===== src/rtl/botassium_s2_pkg.sv =====
// Shared constants for the s2 ring writer: memory map, CTRL bits, HDR layout and FSM states.
// Software header generation reads the same values, so keep them in sync with the firmware.
package botassium_s2_pkg;

  localparam int S2_ADDR_W = 7;
  localparam int S2_DATA_W = 32;

  localparam logic [S2_ADDR_W-1:0] HDR_ADDR  = 7'd0;
  localparam logic [S2_ADDR_W-1:0] CTRL_ADDR = 7'd127;

  localparam int CTRL_EN_BIT  = 0;
  localparam int CTRL_CLR_BIT = 1;

  localparam int HDR_PTR_LSB  = 0;
  localparam int HDR_DROP_LSB = 16;
  localparam int HDR_DROP_W   = 16;

  typedef enum logic [2:0] {
    ST_IDLE,
    ST_WR_DATA,
    ST_WR_HDR,
    ST_POLL_RD,
    ST_POLL_WAIT
  } s2_state_e;

  // HDR word: {drop_cnt, 9'b0, wr_ptr}
  function automatic logic [S2_DATA_W-1:0] pack_hdr(input logic [HDR_DROP_W-1:0] drop,
                                                    input logic [S2_ADDR_W-1:0]  ptr);
    logic [S2_DATA_W-1:0] w;
    w = '0;
    w[HDR_DROP_LSB +: HDR_DROP_W] = drop;
    w[HDR_PTR_LSB +: S2_ADDR_W]   = ptr;
    return w;
  endfunction

endpackage


===== src/rtl/botassium_s2_ring_writer.sv =====
// Writes accepted samples into the shared-memory ring via port s2, keeps the HDR word current,
// and periodically polls the CTRL word for enable/clear from the Nios.
module botassium_s2_ring_writer
  import botassium_s2_pkg::*;
#(
  parameter int POLL_PERIOD = 1024,
  parameter int RING_BASE   = 1,
  parameter int RING_LAST   = 126
) (
  input  logic                 clk_clk,
  input  logic                 reset_reset,
  input  logic                 sample_valid,
  input  logic [S2_DATA_W-1:0] sample_data,
  output logic                 sample_ready,
  output logic [S2_ADDR_W-1:0] mem_address,
  output logic                 mem_chipselect,
  output logic                 mem_clken,
  output logic                 mem_write,
  output logic [S2_DATA_W-1:0] mem_writedata,
  output logic [3:0]           mem_byteenable,
  input  logic [S2_DATA_W-1:0] mem_readdata,
  output logic                 capture_en
);

  localparam int                   TIMER_W    = $clog2(POLL_PERIOD);
  localparam logic [TIMER_W-1:0]   TIMER_LAST = TIMER_W'(POLL_PERIOD - 1);
  localparam logic [S2_ADDR_W-1:0] BASE_ADDR  = S2_ADDR_W'(RING_BASE);
  localparam logic [S2_ADDR_W-1:0] LAST_ADDR  = S2_ADDR_W'(RING_LAST);

  s2_state_e              state_q, state_d;
  logic [S2_ADDR_W-1:0]   wrPtr_q, wrPtr_d;
  logic [HDR_DROP_W-1:0]  dropCnt_q, dropCnt_d;
  logic                   enable_q, enable_d;
  logic                   prevClr_q, prevClr_d;
  logic [TIMER_W-1:0]     timer_q, timer_d;
  logic                   pollPend_q, pollPend_d;
  logic                   sampleReady_q, sampleReady_d;
  logic [S2_ADDR_W-1:0]   memAddr_q, memAddr_d;
  logic                   memCs_q, memCs_d;
  logic                   memWe_q, memWe_d;
  logic [S2_DATA_W-1:0]   memWdata_q, memWdata_d;
  logic [3:0]             memBe_q, memBe_d;
  logic                   memClken_q, memClken_d;
  logic                   unusedRdata;

  assign unusedRdata = ^mem_readdata[S2_DATA_W-1:2];

  // Bus registers are loaded on the edge that enters a state, so each strobe is visible in that state.
  always_comb begin
    state_d       = state_q;
    wrPtr_d       = wrPtr_q;
    dropCnt_d     = dropCnt_q;
    enable_d      = enable_q;
    prevClr_d     = prevClr_q;
    pollPend_d    = pollPend_q;
    memAddr_d     = memAddr_q;
    memWdata_d    = memWdata_q;
    memCs_d       = 1'b0;
    memWe_d       = 1'b0;
    memBe_d       = 4'h0;
    memClken_d    = 1'b1;

    if (timer_q == TIMER_LAST) begin
      timer_d    = '0;
      pollPend_d = 1'b1;
    end else begin
      timer_d = timer_q + TIMER_W'(1);
    end

    case (state_q)
      ST_IDLE: begin
        if (pollPend_q) begin
          state_d    = ST_POLL_RD;
          pollPend_d = 1'b0;
          memCs_d    = 1'b1;
          memBe_d    = 4'hF;
          memAddr_d  = CTRL_ADDR;
        end else if (sampleReady_q && sample_valid) begin
          if (enable_q) begin
            state_d    = ST_WR_DATA;
            memCs_d    = 1'b1;
            memWe_d    = 1'b1;
            memBe_d    = 4'hF;
            memAddr_d  = wrPtr_q;
            memWdata_d = sample_data;
          end else if (dropCnt_q != '1) begin
            dropCnt_d = dropCnt_q + HDR_DROP_W'(1);
          end
        end
      end
      ST_WR_DATA: begin
        wrPtr_d    = (wrPtr_q == LAST_ADDR) ? BASE_ADDR : wrPtr_q + S2_ADDR_W'(1);
        state_d    = ST_WR_HDR;
        memCs_d    = 1'b1;
        memWe_d    = 1'b1;
        memBe_d    = 4'hF;
        memAddr_d  = HDR_ADDR;
        memWdata_d = pack_hdr(dropCnt_q, wrPtr_d);
      end
      ST_WR_HDR: state_d = ST_IDLE;
      ST_POLL_RD: state_d = ST_POLL_WAIT;
      ST_POLL_WAIT: begin
        enable_d  = mem_readdata[CTRL_EN_BIT];
        prevClr_d = mem_readdata[CTRL_CLR_BIT];
        // Clear fires only on a rising edge of the bit, so software must drop it to clear again.
        if (mem_readdata[CTRL_CLR_BIT] && !prevClr_q) begin
          wrPtr_d    = BASE_ADDR;
          dropCnt_d  = '0;
          state_d    = ST_WR_HDR;
          memCs_d    = 1'b1;
          memWe_d    = 1'b1;
          memBe_d    = 4'hF;
          memAddr_d  = HDR_ADDR;
          memWdata_d = pack_hdr('0, BASE_ADDR);
        end else begin
          state_d = ST_IDLE;
        end
      end
      default: state_d = ST_IDLE;
    endcase

    sampleReady_d = (state_d == ST_IDLE) && !pollPend_d;
  end

  always_ff @(posedge clk_clk) begin
    if (reset_reset) begin
      state_q       <= ST_IDLE;
      wrPtr_q       <= BASE_ADDR;
      dropCnt_q     <= '0;
      enable_q      <= 1'b0;
      prevClr_q     <= 1'b0;
      timer_q       <= '0;
      pollPend_q    <= 1'b0;
      sampleReady_q <= 1'b0;
      memAddr_q     <= '0;
      memCs_q       <= 1'b0;
      memWe_q       <= 1'b0;
      memWdata_q    <= '0;
      memBe_q       <= 4'h0;
      memClken_q    <= 1'b0;
    end else begin
      state_q       <= state_d;
      wrPtr_q       <= wrPtr_d;
      dropCnt_q     <= dropCnt_d;
      enable_q      <= enable_d;
      prevClr_q     <= prevClr_d;
      timer_q       <= timer_d;
      pollPend_q    <= pollPend_d;
      sampleReady_q <= sampleReady_d;
      memAddr_q     <= memAddr_d;
      memCs_q       <= memCs_d;
      memWe_q       <= memWe_d;
      memWdata_q    <= memWdata_d;
      memBe_q       <= memBe_d;
      memClken_q    <= memClken_d;
    end
  end

  assign sample_ready   = sampleReady_q;
  assign mem_address    = memAddr_q;
  assign mem_chipselect = memCs_q;
  assign mem_clken      = memClken_q;
  assign mem_write      = memWe_q;
  assign mem_writedata  = memWdata_q;
  assign mem_byteenable = memBe_q;
  assign capture_en     = enable_q;

endmodule


===== config.mk =====
export PLATFORM = sky130hd
export DESIGN_NAME = botassium_s2_ring_writer
export DESIGN_NICKNAME = d
export VERILOG_FILES = /design/src/rtl/botassium_s2_pkg.sv /design/src/rtl/botassium_s2_ring_writer.sv
export SDC_FILE = /design/constraint.sdc
export NUM_CORES = 1
export LEC_CHECK = 0
export ABC_CLOCK_PERIOD_IN_PS = 5200
export BUFFER_PORTS_ARGS = -buffer_cell sky130_fd_sc_hd__buf_4
export CAP_MARGIN = 10
export CORE_MARGIN = 2
export CORE_UTILIZATION = 45
export CTS_CLUSTER_SIZE = 16
export DETAILED_ROUTE_END_ITERATION = 10
export GPL_ROUTABILITY_DRIVEN = 0
export PLACE_DENSITY = 0.72
export SYNTH_ARGS = -nofsm -noshare
export SYNTH_HDL_FRONTEND = slang
export SYNTH_SLANG_ARGS = --single-unit

===== constraint.sdc =====
create_clock -name clk_clk -period 5.2 [get_ports clk_clk]
set_input_delay 0.78 -clock clk_clk [delete_from_list [all_inputs] [get_ports clk_clk]]
set_output_delay 0.78 -clock clk_clk [all_outputs]
set_load 0.01 [all_outputs]

# Word-level counts from Yosys, hierarchy flattened
# Index checks and enable logic that the tools add are counted.
[word_totals]
inputBits = 67
ramBits = 0
rom_bits = 0
latch_bits = 0
out_inout_bits = 48
memories = 0
regBits = 86
word_cells = 86
[op_classes]
muxes = 40
eq_ne = 14
addsub = 3
order_cmp = 0
reduce_logical = 15
multipliers = 0
n_bitwise = 0
shifts = 0
div = 0
[op_table]
columns = ["cell", "count"]
rows = [
  ["32-bit two-way mux", 4],
  ["32-bit one-hot mux with 3 select lines", 1],
  ["16-bit two-way mux", 5],
  ["7-bit two-way mux", 6],
  ["16-bit one-hot mux with 2 select lines", 1],
  ["7-bit one-hot mux with 3 select lines", 1],
  ["16-bit by 1-bit adder with 16-bit output (second input constant)", 1],
  ["4-bit two-way mux", 4],
  ["16-bit != test (second input constant)", 1],
  ["7-bit one-hot mux with 2 select lines", 1],
  ["2-bit != test (second input constant)", 6],
  ["3-bit one-hot mux with 4 select lines", 1],
  ["4-bit one-hot mux with 3 select lines", 1],
  ["10-bit by 1-bit adder with 10-bit output (second input constant)", 1],
  ["10-bit equality test (second input constant)", 1],
  ["1-bit two-way mux", 9],
  ["3-bit two-way mux", 3],
  ["7-bit by 1-bit adder with 7-bit output (second input constant)", 1],
  ["7-bit equality test (second input constant)", 1],
  ["3-bit logical NOT", 2],
  ["3-bit != test (second input constant)", 2],
  ["1-bit one-hot mux with 3 select lines", 2],
  ["6-bit AND reduction", 1],
  ["5-bit AND reduction", 1],
  ["other kinds (11)", 15],
]

# Logic depth before layout (Yosys ltp)
# Gate-level depths: netlist (run 1).
[depth]
word_depth = 6
ltp_mapped = 7
depth_no_buf = 6

# Worst setup path before layout (run 1)
# Ideal clock, no wire load.
[synth_timing]
kind = "in2reg"
startpoint = "input port mem_readdata[1]"
endpoint = "register dropCnt_q[5]"
stages = 6
required_time_ps = 5072
n_path_buf = 1
setup_ps = 128
t_arrival_ps = 1909
slack_ps = 3164
path_cell_list = "nor2b_1 > a21oi_1 > a311o_1 > buf_4 > a211oi_1 > nor2_1"
[synth_between]
elab_chain_cells = 3
[synth_rtl]
columns = ["element", "line_no", "text"]
rows = [
  ["start, declared", "botassium_s2_ring_writer.sv:21", "input logic [S2_DATA_W-1:0] mem_readdata,"],
  ["1-bit logical AND", "botassium_s2_ring_writer.sv:106", "if (mem_readdata[CTRL_CLR_BIT] && !prevClr_q) begin"],
  ["2-bit != test (no source line)", "n/a", ""],
  ["6-bit AND reduction (no source line)", "n/a", ""],
  ["end signal, assigned", "botassium_s2_ring_writer.sv:144", "dropCnt_q <= dropCnt_d;"],
  ["end, declared", "botassium_s2_ring_writer.sv:32", "logic [HDR_DROP_W-1:0] dropCnt_q, dropCnt_d;"],
]
# Every way passes these cells.
# A chain may end at the register's enable or synchronous reset.

# Worst setup path in the final report (run 1)
[layout_timing]
startpoint = "register state_q[0]"
endpoint = "register memWdata_q[8], in the netlist mem_writedata[8]"
[layout_between]
elab_chain_cells = 3
elab_cells_between_ends = 10
classes_between = "eq/ne: 6; mux: 1; reduce/logical: 3"
[layout_rtl]
columns = ["element", "line_no", "text"]
rows = [
  ["start, declared", "botassium_s2_ring_writer.sv:30", "s2_state_e state_q, state_d;"],
  ["start signal, assigned", "botassium_s2_ring_writer.sv:142", "state_q <= state_d;"],
  ["3-bit equality test (tied with other cells)", "botassium_s2_ring_writer.sv:70", "case (state_q)"],
  ["2-bit != test (no source line) / 3-bit nonzero test (equally long branches)", "n/a", ""],
  ["5-bit AND reduction (no source line)", "n/a", ""],
  ["end signal, assigned", "botassium_s2_ring_writer.sv:153", "memWdata_q <= memWdata_d;"],
  ["end, declared", "botassium_s2_ring_writer.sv:41", "logic [S2_DATA_W-1:0] memWdata_q, memWdata_d;"],
]
# Several ways; a longest one is shown, not always the timed one.

==> flow_summary.yaml, run 1 <==
cts:
  clk_latency_ps: 360
  cts_setup_buffers: 0
  cts-htree-levels: 3
  post_cts_resized: 0
  clk_pin_slew_ps: 90
  cts_tree: "yes"
  cts_sinks: 82
  clock-root-buffer: "clkbuf_8"
  postCtsHoldBufs: 0
  numCtsBuffers: 9
  ctsLongestPathBuffers: 2
place:
  placed_cells_incl_taps: 595
  numPortBuffers: 84
  place_hpwl_um: 6240
layout:
  final_layout_size_suffix_gt1_frac: 0.228
  syn_to_final_growth_pct: 21.9
  finalNonFillerCells: 611
  n_fill_cell: 733
  n_antenna_cell: 0
  fin_nets: 575
die:
  ios: 115
  fp.dieW_um: 94.4
  die_h_um: 94.4
  initial_core_util: 0.471
  die-area_um2: 8920
  fp.coreArea_um2: 7810
  rows: 32
sta:
  skew_ps: 7.94
  slew_headroom: 0.276
  hold_violations: 0
  fmax_ghz: 0.354
  tns_ps: 0
  period_share: 0.544
  rsz0062_at_grt: "no"
  tightest_slew_ps: 1080
  finalSetupViolations: 0
  maxSlewViolCount: 0
  fin_crit_ps: 2830
min_path:
  worstHoldPathCells: 2
  holdPathEnd: "mem_writedata[0]"
  hold_path_class: "register to register"
  hp-start: "mem_writedata[0]"
setup_path:
  cp.arrival_ps: 3120
  ff2ff_path_depth: 5
  worstPathMaxFanout: 32
  cp.required_ps: 5490
  r2r_end: "mem_writedata[8]"
  r2r_slack_ps: 2370
  start_kind: "register"
  worstSetupPathType: "register to register"
  r2r_start: "state_q[0]"
  worstSetupEndpointType: "register"
  cp_cell_sequence: "nor3b_4, a31oi_1, nand2_1, nand3_1, a21oi_1"
  cpPeakStageDelay_ps: 880
  critPathSlowestCell: "nand2_1"
global_routing:
  antenna_found_initial: 0
  grt_max_degree: 73
  grt_use_total: 0.213
  grt_overflow: 0
  grt_pass1_wl_um: 15200
  grt_pass1_vias: 3149
yosys:
  ys_ff_latch: 82
  synthArstFlopShare: 0
  yosysWarnings: 0
  synthCells: 438
  avgSynthCellArea_um2: 8.40
  yosysSeqAreaShare: 0.446
  yosysUniqueCellTypes: 54
  synth.cell_area_um2: 3680
  syn_nets: 509
  synth_flop_cell: "dfxtp_1"
  synth_edf_count: 0
power_and_ir_drop:
  power_density_nw_per_um2: 247
  peakVddDrop_uv: 167
  leakagePower_nw: 1.66
drt:
  vias: 3427
  drt_iter0_markers: 155
  drt-total-wl_um: 9130
  wl_per_cell_um: 14.9
  post-route-drc-count: 0
  ant_nets: 0
  vias_per_cell: 5.61
  first_pass_iters: 4
job:
  cap_violations: 0
status:
  status: "finished, final reports clean"
==> layer usage <==
metal,vias up,track usage,share of wire
met5,-,0,0
li1,1730,-,-
met4,0,0.0700,0.0076
met2,78,0.339,0.47
met3,8,0.0455,0.050
met1,1611,0.288,0.47
==> where the power goes <==
part	switching [W]	total [W]	internal [W]
Combinational	0.0000242	0.0000483	0.0000241
Sequential	0.00000342	0.000634	0.000631
Clock	0.000247	0.000423	0.000176
==> metrics by stage <==
step                hold WS (ps)  instance area (um^2)   util  power [W]  setup WS [ps]
global route                 477                  4490  0.575    0.00115           2080
floorplan                    426                  3680      -   0.000670           3160
global placement             440                  4310  0.552   0.000697           2190
finish                       455                  4490  0.575    0.00111           2370
CTS                          459                  4490  0.575    0.00112           2280
detailed placement           446                  4310  0.552   0.000698           2150
==> cell families (layout without fill, tap and decap cells) <==
group / Yosys count / count (layout) / share of synthesized area
muxes: 1 / 1 / 0.00272
buffers and inverters: 36 / 107 / 0.0459
DFF: 82 / 82 / 0.446
xor gates and xnor gates: 13 / 13 / 0.0309
AOI/OAI and AO/OA: 110 / 110 / 0.206
and+or+nand+nor: 192 / 192 / 0.255
adders and majority gates: 4 / 4 / 0.0136
==> flip-flops by register name, indices dropped and copies added (netlist names) <==
| signal | flops |
|---|---|
| prevClr_q | 1 |
| mem_writedata | 32 |
| capture_en | 1 |
| sample_ready | 1 |
| pollPend_q | 1 |
| mem_write | 1 |
| mem_address | 7 |
| dropCnt_q | 16 |
| mem_clken | 1 |
| wrPtr_q | 7 |
| state_q | 3 |
| mem_byteenable | 1 |
| timer_q | 10 |
==> cell usage in the layout, fill, tap and decap left out, types with 3 or more instances in the layout <==
master      instances
buf_4              86
dfxtp_1            82
nor2_1             54
nand2_1            44
a21oi_1            38
nor3_1             28
nand3_1            25
a221oi_1           21
o21ai_0            17
clkbuf_8            9
and3_1              7
xnor2_1             7
o211ai_1            7
a31oi_1             6
xor2_1              6
or3_1               5
inv_1               4
nand4_1             4
nor2b_1             4
and4_1              4
a31o_2              4
ha_1                4
clkinvlp_4          3
==> worst max-delay path, delay by kind of cell, from the launching register on <==
family	cells	cell delay (ps)
compound gates	2	460
simple gates	3	1790
flops	1	480
==> cell usage after synthesis, types with 4 or more instances <==
| library cell | count | area (um^2) |
|---|---|---|
| a21oi_1 | 38 | 190 |
| a221oi_1 | 21 | 184 |
| a31o_2 | 4 | 35.0 |
| a31oi_1 | 6 | 37.5 |
| and3_1 | 7 | 43.8 |
| and4_1 | 4 | 35.0 |
| buf_2 | 9 | 45.0 |
| buf_4 | 6 | 45.0 |
| clkbuf_1 | 14 | 52.6 |
| dfxtp_1 | 82 | 1640 |
| ha_1 | 4 | 50.1 |
| inv_1 | 4 | 15.0 |
| nand2_1 | 44 | 165 |
| nand3_1 | 25 | 125 |
| nand4_1 | 4 | 25.0 |
| nor2_1 | 54 | 203 |
| nor2b_1 | 4 | 25.0 |
| nor3_1 | 28 | 140 |
| o211ai_1 | 7 | 52.6 |
| o21ai_0 | 17 | 85.1 |
| or3_1 | 5 | 31.3 |
| xnor2_1 | 7 | 61.3 |
| xor2_1 | 6 | 52.6 |
==> cell type report <==
class	instances	area (um^2)	area share
inverter	5	18.8	0.00418
clock inverter	7	53.8	0.0120
tap	102	128	0.0285
clock buffer	9	124	0.0276
timing repair buffer	86	646	0.144
multi-input combinational	320	1870	0.418
sequential	82	1640	0.366
==> how the worst max path moves through the flow <==
stage                    startpoint  slack, ps                 to
floorplan           mem_readdata[1]       3160       dropCnt_q[5]
global placement    mem_readdata[1]       2190   mem_writedata[7]
detailed placement  mem_readdata[1]       2150   mem_writedata[8]
CTS                      state_q[0]       2280   mem_writedata[8]
global route             state_q[0]       2080  mem_writedata[10]
finish                   state_q[0]       2370   mem_writedata[8]
(Power assumes the default switching activity.)
==> inputs of run 2 (changes only) <==
ABC_CLOCK_PERIOD_IN_PS = 2700   (was 5200)
clock period = 2.7 ns   (was 5.2 ns; I/O delays follow)
==> flow_summary.yaml, run 2 (synthesis gave the netlist of run 1 again) <==
sta:
  skew_ps: 11.1
  tightest_slew_ps: 809
  hold_ws_ps: 306
  hold_violations: 0
  fin_crit_ps: 2370
  period_share: 0.877
  slew_headroom: 0.460
  tns_ps: 0
  finalSetupViolations: 0
  maxSlewViolCount: 0
  fmax_ghz: 0.423
  rsz0062_at_grt: "no"
cts:
  postCtsHoldBufs: 0
  cts-htree-levels: 3
  clk_latency_ps: 360
  cts_setup_buffers: 0
  clock-root-buffer: "clkbuf_8"
  ctsLongestPathBuffers: 2
  post_cts_resized: 0
  numCtsBuffers: 9
  cts_sinks: 82
  clk_pin_slew_ps: 90
  cts_tree: "yes"
global_routing:
  grt_overflow: 0
  grt_max_degree: 42
  grt_pass1_wl_um: 15200
  grt_pass1_vias: 3193
  antenna_found_initial: 0
  grt_use_total: 0.214
die:
  fp.coreArea_um2: 7810
  die_h_um: 94.4
  die-area_um2: 8920
  rows: 32
  ios: 115
  initial_core_util: 0.471
  fp.dieW_um: 94.4
setup_path:
  worstPathMaxFanout: 32
  r2r_start: "state_q[2]"
  worstSetupPathType: "register to register"
  start_kind: "register"
  cp.arrival_ps: 2640
  worstSetupStartpoint: "state_q[2]"
  worstSetupEndpointType: "register"
  cp.required_ps: 2970
  ff2ff_path_depth: 6
min_path:
  hp-start: "sample_data[10]"
  hold_path_class: "input port to register"
  worstHoldPathCells: 3
layout:
  final_common_cell: "buf_4"
  n_antenna_cell: 0
  largest_register_ffs: 32
  final_layout_size_suffix_gt1_frac: 0.235
  syn_to_final_growth_pct: 24.2
  layout_common_cells: "buf_4, dfxtp_1, nor2_1, nand2_1, a21oi_1"
  fin_nets: 580
drt:
  drt_iter0_markers: 187
  drt-total-wl_um: 9300
  wl_per_cell_um: 15.1
  ant_nets: 0
  first_pass_iters: 4
  vias_per_cell: 5.68
  vias: 3496
  post-route-drc-count: 0
job:
  cap_violations: 0
power_and_ir_drop:
  power_density_nw_per_um2: 493
  leakagePower_nw: 1.71
  peakVddDrop_uv: 289
place:
  place_hpwl_um: 6330
  numPortBuffers: 84
status:
  status: "finished, final reports clean"
-- run 2: cell types whose count changed in the layout (fill, tap and decap cells not counted), sizes merged --
cell      delta
buf          +5
bufinv       +1
inv          -2
clkbuf       +2
clkinvlp     -1
-- run 2: routing by layer --
layer,up-vias,track usage,wire length (um)
li1,1739,-,-
met1,1630,0.289,4280
met2,109,0.333,4300
met3,18,0.0455,548
met4,0,0.0882,163
met5,-,0,0
-- run 2: path summary, 6_finish.rpt --
check,endpoint,slack [ps]
hold reg to reg,mem_writedata[0],450
hold / removal,mem_writedata[10],310
setup / recovery,mem_writedata[1],330
setup reg to reg,mem_writedata[1],330
-- run 2: worst max-delay path, stage by stage, from the launching register on --
cell	delay, ps
dfxtp_1	480
nor3b_4	750
a31oi_1	300
nand2_1	140
buf_4	340
nor2_1	80
nor3_1	190
-- run 2: cell type report --
class / count / area (um^2)
Inverter: 5 / 18.8
Timing Repair Buffer: 91 / 696
Tap cell: 102 / 128
Clock buffer: 11 / 151
Sequential cell: 82 / 1640
Fill cell: 720 / 3240
Multi-Input combinational cell: 320 / 1870
Clock inverter: 5 / 62.6
-- run 2: where the power goes --
group	switching (W)	internal [W]	leakage (nW)
Sequential	0.00000639	0.00122	0.662
Clock	0.000455	0.000481	0.102
Combinational	0.0000476	0.0000475	0.944
Total	0.000509	0.00174	1.71
-- run 2: metrics by stage --
| step | util | area, um^2 | power [W] | std cells | setup WS (ps) |
|---|---|---|---|---|---|
| final | 0.586 | 4570 | 0.00225 | 616 | 333 |
| after global routing | 0.586 | 4570 | 0.00234 | 616 | 124 |
| after CTS | 0.586 | 4570 | 0.00227 | 616 | 357 |
| after detailed placement | 0.558 | 4360 | 0.00135 | 600 | 392 |
| after global placement | 0.558 | 4360 | 0.00134 | 600 | 427 |
| after floorplan | - | 3680 | 0.00129 | 438 | 1020 |
